## config.mk

```make
export PLATFORM = sky130hd
export DESIGN_NAME = sram_controller
export DESIGN_NICKNAME = d
export VERILOG_FILES = /design/src/rtl/sram_controller.sv
export SDC_FILE = /design/constraint.sdc
export NUM_CORES = 1
export LEC_CHECK = 0
export CORE_ASPECT_RATIO = 1.4
export CORE_UTILIZATION = 43
export DETAILED_ROUTE_END_ITERATION = 12
export GPL_TIMING_DRIVEN = 0
export PLACE_DENSITY_LB_ADDON = 0.25
export SLEW_MARGIN = 20
export SYNTH_ARGS = -nofsm -noshare
export SYNTH_HDL_FRONTEND = slang
export SYNTH_SLANG_ARGS = --single-unit
```

## constraint.sdc

```tcl
create_clock -name clk -period 2.7 [get_ports clk]
set_input_delay 0.54 -clock clk [delete_from_list [all_inputs] [get_ports clk]]
set_output_delay 0.54 -clock clk [all_outputs]
set_load 0.02 [all_outputs]
```

## src/rtl/sram_controller.sv

```systemverilog
// sram_controller: 32-bit load/store bridge onto a 16-bit SRAM, one word = low then high half-access.
// Optional macro SRAM_ADDR_CHECK_EN: out-of-range requests skip the SRAM and pulse addr_err in DONE.
module sram_controller #(
   parameter int unsigned WAIT_CYCLES = 2
) (
   input  logic        clk,
   input  logic        rst,
   input  logic        wr_en,
   input  logic        rd_en,
   input  logic [31:0] address,
   input  logic [31:0] write_data,
   output logic [31:0] read_data,
   output logic        ready,
   output logic [17:0] sram_addr,
   output logic [15:0] sram_dq_out,
   output logic        sram_dq_oe,
   input  logic [15:0] sram_dq_in,
   output logic        sram_we_n,
   output logic        addr_err
);
   typedef enum logic [1:0] {IDLE, LOW, HIGH, DONE} state_t;
   localparam logic [3:0] WAIT_LAST = 4'(WAIT_CYCLES);
   state_t      state;
   logic [3:0]  cnt;
   logic [16:0] word_q;
   logic [31:0] data_q;
   logic        wr_q;
   logic [31:0] offset;
   logic        req;
   logic        last;
   logic        bad;
   logic        wr_act;
   logic        unused_offset;
   assign offset = address - 32'd1024;
   assign req = wr_en | rd_en;
   assign last = cnt == WAIT_LAST;
`ifdef SRAM_ADDR_CHECK_EN
   logic err_q;
   assign bad = address < 32'd1024 || offset[31:19] != '0;
   assign addr_err = state == DONE && err_q;
   assign unused_offset = ^offset[1:0];
`else
   assign bad = 1'b0;
   assign addr_err = 1'b0;
   assign unused_offset = ^{offset[31:19], offset[1:0]};
`endif
   always_ff @(posedge clk) begin
      if (!rst) begin
         state <= IDLE;
         cnt <= '0;
         word_q <= '0;
         data_q <= '0;
         wr_q <= 1'b0;
         read_data <= '0;
`ifdef SRAM_ADDR_CHECK_EN
         err_q <= 1'b0;
`endif
      end else begin
         case (state)
            IDLE: if (req) begin
               word_q <= offset[18:2];
               data_q <= write_data;
               wr_q <= wr_en;
               cnt <= 4'd1;
               state <= bad ? DONE : LOW;
`ifdef SRAM_ADDR_CHECK_EN
               err_q <= bad;
`endif
            end
            LOW: if (last) begin
               if (!wr_q) read_data[15:0] <= sram_dq_in;
               cnt <= 4'd1;
               state <= HIGH;
            end else cnt <= cnt + 4'd1;
            HIGH: if (last) begin
               if (!wr_q) read_data[31:16] <= sram_dq_in;
               cnt <= 4'd1;
               state <= DONE;
            end else cnt <= cnt + 4'd1;
            DONE: state <= IDLE;
         endcase
      end
   end
   assign wr_act = wr_q && (state == LOW || state == HIGH);
   assign sram_we_n = !wr_act;
   assign sram_dq_oe = wr_act;
   assign sram_dq_out = !wr_act ? 16'h0 : state == HIGH ? data_q[31:16] : data_q[15:0];
   assign sram_addr = state == LOW ? {word_q, 1'b0} : state == HIGH ? {word_q, 1'b1} : 18'h0;
   assign ready = state == DONE || (state == IDLE && !req);
endmodule

```

==> results of run 1 <==
==> timing repair <==
action | in CTS | in global routing
pin swaps | 1 | 0
hold buffers | 0 | 0
resized for setup | 64 | 5
buffers inserted | 0 | 0
setup endpoints to repair | 36 | 18
==> report_power, final <==
part | internal [mW] | switching, mW
combinational | 0.659 | 0.956
sequential | 1.50 | 0.113
clock | 0.617 | 0.487
total | 2.78 | 1.56
==> state kept, by name, summed over array words and instances, names as in the netlist <==
| register | flops |
|---|---|
| word_q | 17 |
| data_q | 32 |
| wr_q | 1 |
| read_data | 32 |
| state | 2 |
| cnt | 4 |
==> critical path, stage by stage <==
cell and delay [ps]:
clkdlybuf4s50_1 500, or3b_2 570, nand2b_1 90, dlygate4sd2_1 350
==> routing by layer <==
metal / wire length [um] / vias up / track usage
li1: - / 1802 / -
met3: 638 / 20 / 0.0480
met5: 0 / - / 0
met1: 4050 / 1647 / 0.248
met4: 281 / 0 / 0.131
met2: 4980 / 139 / 0.400
==> final cells by class <==
cell class / instances / area [um2] / area share
multi-input combinational: 331 / 1930 / 0.346
sequential: 88 / 1760 / 0.315
timing repair buffer: 136 / 1330 / 0.237
clock buffer: 10 / 229 / 0.0409
buffer: 28 / 149 / 0.0266
tap: 105 / 131 / 0.0235
clock inverter: 5 / 35.0 / 0.00627
inverter: 7 / 26.3 / 0.00470
==> Yosys cell counts (2+ instances only) <==
master / instances
nand2_1: 134
dfxtp_1: 88
mux2i_1: 50
a21oi_1: 44
nor2_1: 23
and2_1: 18
clkbuf_1: 17
buf_2: 9
o21ai_0: 9
ha_1: 8
a211oi_1: 7
inv_1: 7
nor3_1: 5
and4_1: 3
xnor2_1: 3
a311oi_1: 2
buf_4: 2
buf_6: 2
nand2_2: 2
nand2b_1: 2
nand3_1: 2
nor4_1: 2
or3b_2: 2
==> path summary, 6_finish.rpt <==
| check | to | slack (ps) | depth (start not counted) |
|---|---|---|---|
| max | ready | 110 | 4 |
| min | word_q[2] | 450 | 2 |
| max reg2reg | state[1] | 990 | 6 |
| min reg2reg | word_q[2] | 450 | 2 |
==> metrics by stage <==
| stage | hold WS (ps) | worst slack [ps] | setup TNS (ps) | instance area (um2) |
|---|---|---|---|---|
| finish | 450 | 114 | 0 | 5590 |
| global route | 471 | 9.93 | 0 | 5590 |
| CTS | 451 | 8.82 | 0 | 5600 |
| detailed placement | 445 | -361 | -6220 | 5350 |
| global placement | 439 | -324 | -5280 | 5350 |
| floorplan | 432 | 379 | 0 | 3850 |
==> cells by family (layout without fill, tap and decap cells) <==
family | Yosys count | in the layout | synth area share
AOI/OAI and AO/OA | 68 | 68 | 0.100
xor gates and xnor gates | 3 | 3 | 0.00682
other | 1 | 1 | 0.000973
muxes | 50 | 50 | 0.130
and+or+nand+nor | 201 | 201 | 0.233
adders and majority gates | 8 | 8 | 0.0260
buffers and inverters | 38 | 186 | 0.0458
DFF | 88 | 88 | 0.457
==> impl_metrics.py, run 1 <==
metrics = {
    "status": {
        "outcome": "finished clean",
    },
    "grt": {
        "track_usage": 0.229,
        "grt_pass1_wl_mm": 16.2,
        "antenna_found_initial": 0,
        "overflow": 0,
        "grt_max_degree": 15,
        "first_global_vias": 3598,
    },
    "synth": {
        "seq_area_frac_synth": 0.457,
        "synth_top_area_share": 0.457,
        "async_flop_share": 0,
        "synth_cell_types": 39,
        "syn_area_um2": 3850,
        "ys.flop_type": "dfxtp_1",
        "synthCells": 457,
        "syn_area_per_cell_um2": 8.43,
        "synth_top_cell_by_area": "dfxtp_1",
        "synth_area_leaders": "dfxtp_1 46%, nand2_1 13%, mux2i_1 13%, a21oi_1 5.7%, and2_1 2.9%",
        "synth-seq-cells": 88,
        "syn_nets": 549,
        "yosysWarningCount": 0,
        "synth_edf_count": 0,
    },
    "drt": {
        "via_count": 3608,
        "wl_per_cell_um": 14.0,
        "drt_first_pass_iters": 4,
        "drc": 0,
        "routed_wirelength_mm": 9.95,
        "via_per_inst": 5.08,
        "antenna_left": 0,
        "drt_iter0_drc": 95,
    },
    "floorplan": {
        "die_area_um2": 9350,
        "ios": 154,
        "die_h_um": 114,
        "coreArea_um2": 8660,
        "row_count": 40,
        "die_w_um": 82.0,
        "initial_utilization": 0.445,
    },
    "cells_and_area": {
        "final_util": 0.646,
        "instances_no_fill": 710,
        "synthToLayoutAreaGrowth_pct": 45.1,
        "fill_cells": 730,
        "layout_commonest_cell": "nand2_1",
        "diodes": 0,
        "drive_gt1_frac": 0.0843,
        "nets": 693,
        "final_cell_mix": "133 x nand2_1, 100 x clkdlybuf4s50_1, 87 x dfxtp_1",
    },
    "clocking": {
        "htreeDepth": 3,
        "clkLatencyLatePin_ps": 340,
        "clkTransAtPathRegs_ps": 60,
        "cts_buffers": 9,
        "cts_tree": "done",
        "cts-root-buf": "clkbuf_16",
        "clkSinkCount": 88,
        "cts_max_path_buffers": 2,
    },
    "pwr": {
        "vdd_drop_max_mv": 0.484,
        "p_leak_nw": 2.43,
        "power.density_nw_per_um2": 775,
        "power_mw": 4.34,
    },
    "timing": {
        "finalSetupViolations": 0,
        "final-hold-violation-count": 0,
        "maxSlewViolCount": 0,
        "relSlewSlack": 0.654,
        "rsz0062_at_grt": "no",
        "tightest_slew_ps": 519,
        "fin_crit_sh": 0.958,
        "period_minus_slack_ps": 2590,
        "max_freq_ghz": 0.387,
        "fin_worst_skew_ps": 3.28,
    },
    "worst_setup_path": {
        "critical_path.startpoint": "wr_en",
        "cp.required_ps": 2160,
        "timing.rr.start": "state[0]",
        "critPathArrivalTime_ps": 2050,
        "crit_fanout": 5,
        "path_class": "in2out",
        "start_kind": "primary input",
        "endpoint_kind": "output pin",
    },
    "min_path": {
        "hold_path.class": "reg2reg",
        "holdCritStartpoint": "word_q[2]",
    },
    "placement": {
        "post-dp-hpwl_mm": 7.57,
        "dp_cells": 698,
        "gp_congestion": 0.828,
        "port_buffers": 136,
    },
    "flow_run": {
        "cap_violations": 0,
    },
}
Note: power is estimated with default switching activity, not from simulation.
==> run 2: changes to the inputs <==
--- a/config.mk
+++ b/config.mk
@@ -8,6 +8,7 @@
 export CORE_ASPECT_RATIO = 1.4
 export CORE_UTILIZATION = 43
 export DETAILED_ROUTE_END_ITERATION = 12
+export GPL_ROUTABILITY_DRIVEN = 0
 export GPL_TIMING_DRIVEN = 0
 export PLACE_DENSITY_LB_ADDON = 0.25
 export SLEW_MARGIN = 20
==> results of run 2 <==
The final DEF is identical to that of run 1; final timing and power are the same.
